--- src/rtl/mc_pc_ir_unit.sv ---
// Multicycle MIPS datapath register block: PC, IR, MDR and ALUOut, plus
// conditional PC-write resolution and retired-instruction / cycle counters.
module mc_pc_ir_unit #(
    parameter int unsigned WIDTH    = 32,
    parameter logic [WIDTH-1:0] RESET_PC = 32'h0000_0000,
    parameter int unsigned CNT_W    = 32
) (
    input  logic             clk,
    input  logic             rst,
    input  logic             PCWrite,
    input  logic             BeQ,
    input  logic             BnE,
    input  logic [1:0]       PCSrc,
    input  logic             IRWrite,
    input  logic [WIDTH-1:0] alu_result,
    input  logic             alu_zero,
    input  logic [WIDTH-1:0] mem_rdata,
    output logic [WIDTH-1:0] pc,
    output logic [WIDTH-1:0] instr,
    output logic [5:0]       op,
    output logic [WIDTH-1:0] mdr,
    output logic [WIDTH-1:0] alu_out,
    output logic             pc_misalign,
    output logic [CNT_W-1:0] instr_cnt,
    output logic [CNT_W-1:0] cycle_cnt
);

    localparam logic [1:0] SRC_ALU    = 2'b00;
    localparam logic [1:0] SRC_ALUOUT = 2'b01;
    localparam logic [1:0] SRC_JUMP   = 2'b10;
    localparam logic [1:0] SRC_HOLD   = 2'b11;

    logic [WIDTH-1:0] pc_q,      pc_d;
    logic [WIDTH-1:0] instr_q,   instr_d;
    logic [WIDTH-1:0] mdr_q,     mdr_d;
    logic [WIDTH-1:0] alu_out_q, alu_out_d;
    logic             mis_q,     mis_d;
    logic [CNT_W-1:0] icnt_q,    icnt_d;
    logic [CNT_W-1:0] ccnt_q,    ccnt_d;

    logic             pc_en_s;
    logic [WIDTH-1:0] pc_sel_s;
    logic [WIDTH-1:0] jump_tgt_s;

    // Branch resolution; BeQ and BnE together always write (illegal, unflagged)
    assign pc_en_s = PCWrite | (BeQ & alu_zero) | (BnE & ~alu_zero);

    // Jump target uses the pre-edge PC (already PC+4) and pre-edge IR
    assign jump_tgt_s = {pc_q[WIDTH-1:28], instr_q[25:0], 2'b00};

    // Next-PC source mux
    always_comb begin
        pc_sel_s = pc_q;
        case (PCSrc)
            SRC_ALU:    pc_sel_s = alu_result;
            SRC_ALUOUT: pc_sel_s = alu_out_q;
            SRC_JUMP:   pc_sel_s = jump_tgt_s;
            SRC_HOLD:   pc_sel_s = pc_q;
            default:    pc_sel_s = pc_q;
        endcase
    end

    // Next-state for PC and the sticky misalignment flag
    always_comb begin
        pc_d  = pc_q;
        mis_d = mis_q;
        if (pc_en_s) begin
            pc_d  = pc_sel_s;
            mis_d = mis_q | (pc_sel_s[1:0] != 2'b00);
        end else begin
            pc_d  = pc_q;
            mis_d = mis_q;
        end
    end

    // Next-state for IR and the IR-load counter
    always_comb begin
        instr_d = instr_q;
        icnt_d  = icnt_q;
        if (IRWrite) begin
            instr_d = mem_rdata;
            icnt_d  = icnt_q + {{(CNT_W-1){1'b0}}, 1'b1};
        end else begin
            instr_d = instr_q;
            icnt_d  = icnt_q;
        end
    end

    // Unconditionally loaded registers and the free-running cycle counter
    always_comb begin
        mdr_d     = mem_rdata;
        alu_out_d = alu_result;
        ccnt_d    = ccnt_q + {{(CNT_W-1){1'b0}}, 1'b1};
    end

    // State registers; reset overrides every strobe on the same edge
    always_ff @(posedge clk) begin
        if (rst) begin
            pc_q      <= RESET_PC;
            instr_q   <= {WIDTH{1'b0}};
            mdr_q     <= {WIDTH{1'b0}};
            alu_out_q <= {WIDTH{1'b0}};
            mis_q     <= 1'b0;
            icnt_q    <= {CNT_W{1'b0}};
            ccnt_q    <= {CNT_W{1'b0}};
        end else begin
            pc_q      <= pc_d;
            instr_q   <= instr_d;
            mdr_q     <= mdr_d;
            alu_out_q <= alu_out_d;
            mis_q     <= mis_d;
            icnt_q    <= icnt_d;
            ccnt_q    <= ccnt_d;
        end
    end

    assign pc          = pc_q;
    assign instr       = instr_q;
    assign op          = instr_q[31:26];
    assign mdr         = mdr_q;
    assign alu_out     = alu_out_q;
    assign pc_misalign = mis_q;
    assign instr_cnt   = icnt_q;
    assign cycle_cnt   = ccnt_q;

endmodule

--- config.mk ---
export PLATFORM = sky130hd
export DESIGN_NAME = mc_pc_ir_unit
export DESIGN_NICKNAME = d
export VERILOG_FILES = /design/src/rtl/mc_pc_ir_unit.sv
export SDC_FILE = /design/constraint.sdc
export NUM_CORES = 1
export LEC_CHECK = 0
export BUFFER_PORTS_ARGS = -buffer_cell sky130_fd_sc_hd__buf_2
export CAP_MARGIN = 25
export CORE_MARGIN = 5
export CORE_UTILIZATION = 30
export CTS_BUF_LIST = sky130_fd_sc_hd__clkbuf_8
export DETAILED_ROUTE_END_ITERATION = 8
export PLACE_DENSITY = 0.63
export SYNTH_ARGS = -nofsm -noshare
export SYNTH_HDL_FRONTEND = slang
export SYNTH_SLANG_ARGS = --single-unit
export TNS_END_PERCENT = 50
--- constraint.sdc ---
create_clock -name clk -period 2.46 [get_ports clk]
set_input_delay 0.123 -clock clk [delete_from_list [all_inputs] [get_ports clk]]
set_output_delay 0.123 -clock clk [all_outputs]
set_load 0.005 [all_outputs]
# Yosys cells after proc, flatten, opt, wreduce, memory -nomap -nowiden
# Cells that the tools add are included.
dict set report totals {
  regBits 193
  out_inout_bits 199
  word_cells 27
}
dict set report classes {
  addsub 2
  n_eq_ne 3
  muxes 1
  n_bitwise 8
  reduce_logical 4
}
# operator count
set ops {}
lappend ops {{$pmux 32 s4} 1}
lappend ops {{$add 32x1->32 const B} 2}
lappend ops {{$eq 2x2->1 const B} 2}
lappend ops {{$not 1->1} 3}
lappend ops {{$or 1x1->1} 3}
lappend ops {{$reduce_and 3->1} 1}
lappend ops {{$and 1x1->1} 2}
lappend ops {{$eq 2x1->1 const B} 1}
lappend ops {{$logic_not 2->1} 1}
lappend ops {{$reduce_and 2->1} 1}
lappend ops {{$reduce_bool 2->1} 1}

# Longest topological paths before layout
# Gate-level depths: netlist (run 1).
dict set report logic_depth {
  word_depth 4
  ltp_mapped 7
  ltp_nobuf 5
}

# Worst setup path before layout (run 1)
# No wires, ideal clock.
dict set report synth_path {
  kind {register -> register}
  from {register icnt_q[0], in the netlist instr_cnt[0]}
  to {register icnt_q[26], in the netlist instr_cnt[26]}
  setup_time_ps 70
  arrival_time_ps 2005
  required_time_ps 2390
  path_slack_ps 385
  stages_incl_launch_ff 7
  n_path_buf 1
  period_less_slack_ps 2075
  path_cell_list {dfxtp_1 ha_1 nand4_4 or4_1 buf_2 or4_1 a21oi_1}
}
dict set report synth_between {
  elab_chain_cells 1
}
# item line_no
set synth_rtl {}
lappend synth_rtl {{start, declared} 38} ;# logic [CNT_W-1:0] icnt_q, icnt_d;
lappend synth_rtl {{start signal, assigned} 104} ;# icnt_q <= {CNT_W{1'b0}};
lappend synth_rtl {{start signal, assigned} 112} ;# icnt_q <= icnt_d;
lappend synth_rtl {{$add 32x1->32} 82} ;# icnt_d = icnt_q + {{(CNT_W-1){1'b0}}, 1'b1};
# No other way between the ends.
# A chain may end at the register's enable or synchronous reset.

# Final worst setup path (run 1)
dict set report layout_path {
  from {register icnt_q[0], in the netlist instr_cnt[0]}
  to {register icnt_q[28], in the netlist instr_cnt[28]}
}
# The elaborated chain is that of the path after synthesis.

==> out/results.ini, run 1 <==
[synth]
async_flop_share_pct = 0
syn_nets = 881
netlist_area_sq_um = 7570
yosys_warnings = 0
yosysSeqAreaShare_pct = 51.0
synth-seq-cells = 193
synthDistinctLibCells = 35
syn_avg_cell_area_sq_um = 9.39
synth_edf_count = 0
ys.flop_type = dfxtp_1
syn_inst = 806

[power_and_ir_drop]
internal-power_w = 0.00439
switching_share_pct = 27.6
p_leak_nw = 4.56
power_density_nw_per_um2 = 592
combPwrFrac_pct = 11.8
p_sw_w = 0.00167
p_seq_share_pct = 55.2
p_clk_share_pct = 33.0
peakVddDrop_mv = 0.303

[routing]
drc = 0
wl_um = 22400
first_iter_violations = 389
via_per_inst = 4.70
drt_first_pass_iters = 5
ant_nets = 0
avgRoutedWirePerCell_um = 15.4
routed-via-count = 6822

[cts]
clkTransAtPathRegs_ns = 0.10
clockBufferDepth = 2
clock_latency_ns = 0.45
cts-root-buf = clkbuf_8
cts-buffers-inserted = 17
post_cts_buffers = 0
cts_tree = built
clock-sinks = 193
hold_buffers = 64
ctsResizeCount = 0
htree_levels = 4

[critical_path]
crit_type = flop to flop
crit_fanout = 8
r2r_end = instr_cnt[28]
crit_buf_inv = 0
path_delay_family = simple AND/OR/NAND/NOR gates
r2r_cells = 5
crit_path_top_delay_cell = or4_1
endpoint_kind = flop
critPathLaunchType = flop
max_stage_delay_ns = 0.62
cp_cell_sequence = ha_1 -> nand4_4 -> or4_1 -> nor3b_1 -> mux2_1
critical_path_arrival_ns = 2.59
regToRegStartpoint = instr_cnt[0]
r2r_slack_ns = 0.21
cp.required_ns = 2.81

[min_path]
hp-class = input pin to flop
worstHoldStart = IRWrite
hold_depth = 4
whs_endpoint = instr_cnt[4]

[global_route]
grt_pass1_vias = 6603
grt_max_degree = 93
grt_pass1_wl_um = 35400
grt_usage_pct = 15.2
antenna_found_initial = 2
grt_overflow_total = 0

[sta]
period_minus_slack_ns = 2.25
setup_viol = 0
skew_ns = 0.0173
worst_pin_slew_ns = 0.720
drv_slew = 0
fmax_mhz = 445
rsz0062_at_grt = false
tns_ns = 0
relSlewSlack_pct = 52.0
finalCritPeriodShare_pct = 91.3
hold_viol = 0
timing.hold.ws_ns = 0.100

[floorplanning]
die_w_um = 169
die_height_um = 169
start_util_pct = 30.2
coreArea_sq_um = 25000
io_pins = 272
placementRows = 58
die-area_sq_um = 28500

[placed_design]
gp_congestion = 0.818
hpwl_um = 15900
port_buffers = 271

[layout]
num-nets-final = 1186
area_delta_synth_final_pct = 35.1
drive_above_1_share_pct = 29.1
diodes = 0

[run]
max_cap_violations = 0

[outcome]
status = finished clean

## metrics by stage
| stage | instance area, sq um | setup WS [ns] | cells | total power [W] | utilization, % |
|---|---|---|---|---|---|
| global placement | 9220 | 0.270 | 1358 | 0.00404 | 36.8 |
| global route | 10200 | 0.0304 | 1453 | 0.00637 | 40.8 |
| finish | 10200 | 0.214 | 1453 | 0.00606 | 40.8 |
| detailed placement | 9220 | 0.233 | 1358 | 0.00406 | 36.8 |
| floorplan | 7570 | 0.385 | 806 | 0.00374 | - |
| CTS | 10200 | 0.200 | 1453 | 0.00617 | 40.8 |
## metal layers
metal,part of all wire [%],vias to the layer above,global-route usage (%)
met5,0.12,-,0
met4,2.7,4,5.47
met3,6.8,39,4.25
met2,48,215,25.4
met1,43,3151,18.8
li1,-,3413,-
## cell families (layout without fill, tap and decap cells)
family / after synthesis / in the layout / share of synthesized area (%)
compound gates: 118 / 118 / 9.49
xor+xnor: 25 / 25 / 2.89
simple gates: 321 / 321 / 22.1
flops: 193 / 193 / 51.0
buf+inv: 71 / 388 / 3.92
mux: 76 / 76 / 10.2
fa+ha+maj: 2 / 2 / 0.331
## power by group through the flow
| stage | registers, W | clock network [W] | logic (W) |
|---|---|---|---|
| 2_1_floorplan | 0.00342 | 0 | 0.000315 |
| 3_3_place_gp | 0.00341 | 0 | 0.000636 |
| 3_5_place_dp | 0.00341 | 0 | 0.000643 |
| 4_1_cts | 0.00334 | 0.00210 | 0.000726 |
| 5_1_grt | 0.00336 | 0.00221 | 0.000793 |
| 6_report | 0.00334 | 0.00200 | 0.000716 |
## cells in the final DEF (no fill, tap or decap), types with 3 or more instances in the layout
cell type,instances
dlygate4sd3_1,64
buf_4,8
nor4_1,7
o31ai_1,16
inv_1,11
dfxtp_1,193
nor2_1,127
nand4_1,17
a211oi_1,30
clkinvlp_4,3
a21oi_1,56
o21ai_0,12
and3_1,4
buf_2,270
or4_1,19
or3_1,15
nor3_1,8
nand3_1,18
nand2_1,18
inv_8,3
buf_12,3
inv_6,3
mux2_2,8
clkbuf_8,18
xnor2_1,13
mux2i_1,66
and2_1,3
and4_1,6
nor2b_1,73
xor2_1,12
## worst min-delay path, delay by kind of cell
kind                      cells  cell delay (ns)
xor gates and xnor gates      1             0.08
and+or+nand+nor               2             0.18
buffers and inverters         1             0.14
## cell type report
class,count,area (sq um)
Fill cell,2508,14800
Sequential cell,193,3860
Multi-Input combinational cell,542,3420
Timing Repair Buffer,346,2120
Tap cell,330,413
Clock buffer,18,248
Clock inverter,13,121
Inverter,11,41.3
## sequential cells by signal, indices dropped and copies added, names as in the netlist
register and cells:
alu_out 32, pc_misalign 1, cycle_cnt 32, instr 32, mdr 32, pc 32
instr_cnt 32
## synth_stat cells, drive strengths merged (16+ instances only)
| library cell | count | area [sq um] |
|---|---|---|
| nand4 | 19 | 140 |
| a21oi | 56 | 280 |
| nand2 | 18 | 67.6 |
| nor2b | 74 | 463 |
| or4 | 19 | 143 |
| o31ai | 16 | 120 |
| a211oi | 30 | 225 |
| mux2i | 66 | 661 |
| nor2 | 127 | 477 |
| clkbuf | 38 | 143 |
| nand3 | 18 | 90.1 |
| buf | 22 | 113 |
| dfxtp | 193 | 3860 |
## worst max path at each step
stage                  from             to  slack, ns  cells past startpoint
6_report       instr_cnt[0]  instr_cnt[28]       0.21                      5
5_1_grt        instr_cnt[0]  instr_cnt[28]       0.03                      5
4_1_cts        instr_cnt[0]  instr_cnt[26]       0.20                      5
3_5_place_dp   instr_cnt[0]  instr_cnt[30]       0.23                      5
3_3_place_gp   instr_cnt[0]  instr_cnt[26]       0.27                      5
2_1_floorplan  instr_cnt[0]  instr_cnt[26]       0.38                      6
Power figures use the tool's default switching activity.
==> run 2, diff against run 1 <==
- GPL_TIMING_DRIVEN: not set -> 0
==> run 2 against run 1 <==
Against the previous run: power is 1.3% higher; flip-flop and latch count stayed put; sequential power hardly changed; die area stayed put; clock power is 2% higher; routed wire length is 11% higher; sequential share of layout area is 0.43 points lower; maximum frequency is 2.5% lower; worst setup slack worse by 0.059 ns; cell count is 3.3% higher; highest routed layer is now met4.
==> out/results.ini, run 2 (synthesized netlist as in run 1, its figures left out) <==
[outcome]
status = finished clean

[floorplanning]
die-area_sq_um = 28500
io_pins = 272
coreArea_sq_um = 25000
die_w_um = 169
placementRows = 58
die_height_um = 169
start_util_pct = 30.2

[min_path]
hold_depth = 4
hp-class = input pin to flop

[power_and_ir_drop]
switching_share_pct = 28.6
p_clk_share_pct = 33.3
internal-power_w = 0.00438
p_leak_nw = 4.60
p_sw_w = 0.00176
power_density_nw_per_um2 = 593
peakVddDrop_mv = 0.268
finalPower_w = 0.00614
p_seq_share_pct = 54.6
combPwrFrac_pct = 12.1

[cts]
clock_latency_ns = 0.47
htree_levels = 4
clockBufferDepth = 2
cts-buffers-inserted = 17
post_cts_buffers = 0
clkTransAtPathRegs_ns = 0.11
cts_tree = built
cts-root-buf = clkbuf_8
clock-sinks = 193

[routing]
first_iter_violations = 368
drt_first_pass_iters = 5
ant_nets = 0
routed-via-count = 7051
via_per_inst = 4.70
wl_um = 24700
drc = 0
avgRoutedWirePerCell_um = 16.5

[placed_design]
dp_cells = 1404
port_buffers = 268
hpwl_um = 18300
gp_congestion = 0.805
place_ws_ns = 0.105

[layout]
drive_above_1_share_pct = 27.7
layout.cells.non_filler = 1501
final_common_cell = buf_2
layout_common_cells = 274 x buf_2, 192 x dfxtp_1, 127 x nor2_1, 74 x nor2b_1, 66 x mux2i_1
area_delta_synth_final_pct = 36.7
num-nets-final = 1232

[sta]
drv_slew = 0
period_minus_slack_ns = 2.30
finalCritPeriodShare_pct = 93.7
tns_ns = 0
relSlewSlack_pct = 41.2
fmax_mhz = 434
hold_viol = 0
worst_pin_slew_ns = 0.882
setup_viol = 0
skew_ns = 0.0206
fin_ws_ns = 0.156
rsz0062_at_grt = false

[global_route]
grt_overflow_total = 0
grt_usage_pct = 16.8
grt_pass1_wl_um = 38300
grt_pass1_vias = 6932
antenna_found_initial = 1
grt_max_degree = 20

[critical_path]
cp_cell_sequence = ha_1 -> nand4_4 -> or4_1 -> buf_2 -> nor3b_1 -> mux2_1
critical_path_arrival_ns = 2.65
r2r_cells = 6
endpoint_kind = flop
critPathLaunchType = flop
crit_type = flop to flop
crit_path_top_delay_cell = or4_1
crit_fanout = 8
max_stage_delay_ns = 0.50
cp.required_ns = 2.81

[run]
max_cap_violations = 0

run 2: worst paths after layout:
kind	start	endpoint	slack, ns
hold / removal	IRWrite	instr_cnt[4]	0.11
setup / recovery	instr_cnt[1]	instr_cnt[28]	0.16
setup reg to reg	instr_cnt[1]	instr_cnt[28]	0.16
hold reg to reg	pc_misalign	pc_misalign	0.47
run 2: timing repair:
| item | 4_1_cts | 5_1_grt |
|---|---|---|
| endpoints found under the hold margin | 100 | 0 |
| hold buffers | 64 | 0 |
| endpoints found under the setup margin | 0 | 1 |
| gates resized for setup | 0 | 1 |
run 2: through the flow:
stage	cell area, sq um	hold WS (ns)	utilization, %
floorplan	7570	0.251	-
global placement	9320	0.347	37.2
detailed placement	9320	0.352	37.2
CTS	10300	0.0554	41.3
global route	10300	0.0682	41.3
finish	10300	0.106	41.3
run 2: layout make-up:
type / count / area, sq um
fillers: 2506 / 14700
flip-flops and latches: 193 / 3860
multi-input cells: 542 / 3410
repair buffers: 332 / 1980
well taps: 330 / 413
plain buffers: 60 / 255
clock buffers: 17 / 234
clock inverters: 15 / 145
inverters: 11 / 41.3
diodes: 1 / 2.50
run 2: worst max-delay path: cells and delay by family, from the launching register on:
| kind | cells | cell delay, ns |
|---|---|---|
| mux | 1 | 0.35 |
| buf+inv | 1 | 0.17 |
| fa+ha+maj | 1 | 0.29 |
| simple gates | 3 | 0.94 |
| flops | 1 | 0.45 |
run 2: layer usage:
metal / global-route usage [%] / up-vias / wire length [um]
met5: 0 / - / 0
met4: 5.22 / 0 / 506
met3: 3.99 / 24 / 1430
met2: 27.7 / 197 / 11800
met1: 21.8 / 3331 / 10900
li1: - / 3499 / -
run 2: power by group through the flow:
| stage | logic [W] | registers, W | clock network, W |
|---|---|---|---|
| after floorplan | 0.000315 | 0.00342 | 0 |
| after global placement | 0.000660 | 0.00341 | 0 |
| after detailed placement | 0.000669 | 0.00342 | 0 |
| after CTS | 0.000753 | 0.00335 | 0.00214 |
| after global routing | 0.000821 | 0.00337 | 0.00226 |
| final | 0.000745 | 0.00335 | 0.00204 |
==> run 3, diff against run 2 <==
- RECOVER_POWER: not set -> 50
==> run 3 against run 2 <==
Against the previous run: power fell by 0.34%; die area did not move; critical path type unchanged; utilization fell by 0.43 points; maximum frequency barely moved; routed wire length rose by 0.12%; largest cell class unchanged; hold slack improved by 0.00070 ns.
==> out/results.ini, run 3 (synthesized netlist as in run 1, its figures left out) <==
[global_route]
grt_usage_pct = 16.8
antenna_found_initial = 1
grt_pass1_vias = 6932
grt_pass1_wl_um = 38300
grt_max_degree = 20
grt_overflow_total = 0

[cts]
htree_levels = 4
cts-buffers-inserted = 17
cts_tree = built
cts-root-buf = clkbuf_8
clock-sinks = 193
clockBufferDepth = 2
post_cts_buffers = 0
clkTransAtPathRegs_ns = 0.11
clock_latency_ns = 0.47

[sta]
drv_slew = 0
worst_pin_slew_ns = 0.882
rsz0062_at_grt = false
hold_viol = 0
finalCritPeriodShare_pct = 93.7
timing.hold.ws_ns = 0.107
skew_ns = 0.0204
tns_ns = 0
relSlewSlack_pct = 41.2
fmax_mhz = 434
setup_viol = 0
period_minus_slack_ns = 2.31

[critical_path]
endpoint_kind = flop
critical_path_arrival_ns = 2.65
path_delay_family = simple AND/OR/NAND/NOR gates
crit_type = flop to flop
cp_cell_sequence = ha_1 -> nand4_4 -> or4_1 -> buf_2 -> nor3b_1 -> mux2_1
critPathLaunchType = flop
crit_buf_inv = 1
crit_fanout = 8
crit_path_top_delay_cell = or4_1
max_stage_delay_ns = 0.50
cp.required_ns = 2.81

[routing]
drt_first_pass_iters = 5
avgRoutedWirePerCell_um = 16.5
via_per_inst = 4.70
first_iter_violations = 377
wl_um = 24700
routed-via-count = 7056
ant_nets = 0
drc = 0

[layout]
num-nets-final = 1232
multiInputGateArea_sq_um = 3410
final_common_cell = dfxtp_1
num-fill-cells = 2552
layout_common_cells = 192 x dfxtp_1, 187 x buf_2, 127 x nor2_1, 126 x clkbuf_1, 74 x nor2b_1
drive_above_1_share_pct = 20.3
register_area_sq_um = 3860
area_delta_synth_final_pct = 35.3

[power_and_ir_drop]
peakVddDrop_mv = 0.268
power_density_nw_per_um2 = 597
p_leak_nw = 4.28

[floorplanning]
start_util_pct = 30.2
die-area_sq_um = 28500
die_height_um = 169
die_w_um = 169
coreArea_sq_um = 25000
io_pins = 272
placementRows = 58

[placed_design]
gp_congestion = 0.805
port_buffers = 268
hpwl_um = 18300

[run]
max_cap_violations = 0

[min_path]
hp-class = input pin to flop

[outcome]
status = finished clean

==> run 3: cell types whose count changed in the layout (fill, tap and decap cells not counted), sizes merged <==
cell	change
clkbuf	+88
buf	-88
==> run 3: routing by layer <==
layer | GRT usage (%) | up-vias | wire, um
li1 | - | 3498 | -
met1 | 21.8 | 3318 | 10900
met2 | 27.7 | 206 | 11700
met3 | 3.99 | 34 | 1460
met4 | 5.22 | 0 | 639
met5 | 0 | - | 0
==> run 3: final timing paths <==
check | slack [ns] | cells after the start | start | to
max | 0.15 | 6 | instr_cnt[1] | instr_cnt[28]
min | 0.11 | 4 | IRWrite | instr_cnt[4]
max reg2reg | 0.15 | 6 | instr_cnt[1] | instr_cnt[28]
min reg2reg | 0.48 | 2 | pc_misalign | pc_misalign
==> run 3: per-stage QoR <==
stage	utilization (%)	worst slack [ns]	area (sq um)	power (W)	instances
after floorplan	-	0.385	7570	0.00374	806
after global placement	37.2	0.144	9320	0.00407	1404
after detailed placement	37.2	0.105	9320	0.00409	1404
after CTS	41.3	0.0777	10300	0.00624	1500
after global routing	40.9	0.00272	10200	0.00643	1501
final	40.9	0.155	10200	0.00612	1501
==> run 3: layout make-up <==
class	instances	share of cell area [%]
clock inverter	15	1.42
timing repair buffer	332	18.3
tap	330	4.03
antenna	1	0.0244
multi-input combinational	542	33.3
inverter	11	0.403
buffer	60	2.49
clock buffer	17	2.29
sequential	193	37.7
==> run 3: tightest hold or removal path: stages <==
cell and delay, ns:
buf_2 0.13, nand4_4 0.12, xor2_1 0.08, nor2_1 0.08
==> run 3: where the power goes <==
part           internal, W  switching [W]  leakage (nW)
clock             0.000755        0.00129         0.195
sequential         0.00326      0.0000868          1.59
combinational     0.000337       0.000385          2.50
==> run 3: repair_timing <==
item                                    4_1_cts  5_1_grt
gates resized for setup                       0        1
hold buffers                                 64        0
endpoints found under the hold margin       100        0
endpoints found under the setup margin        0        1
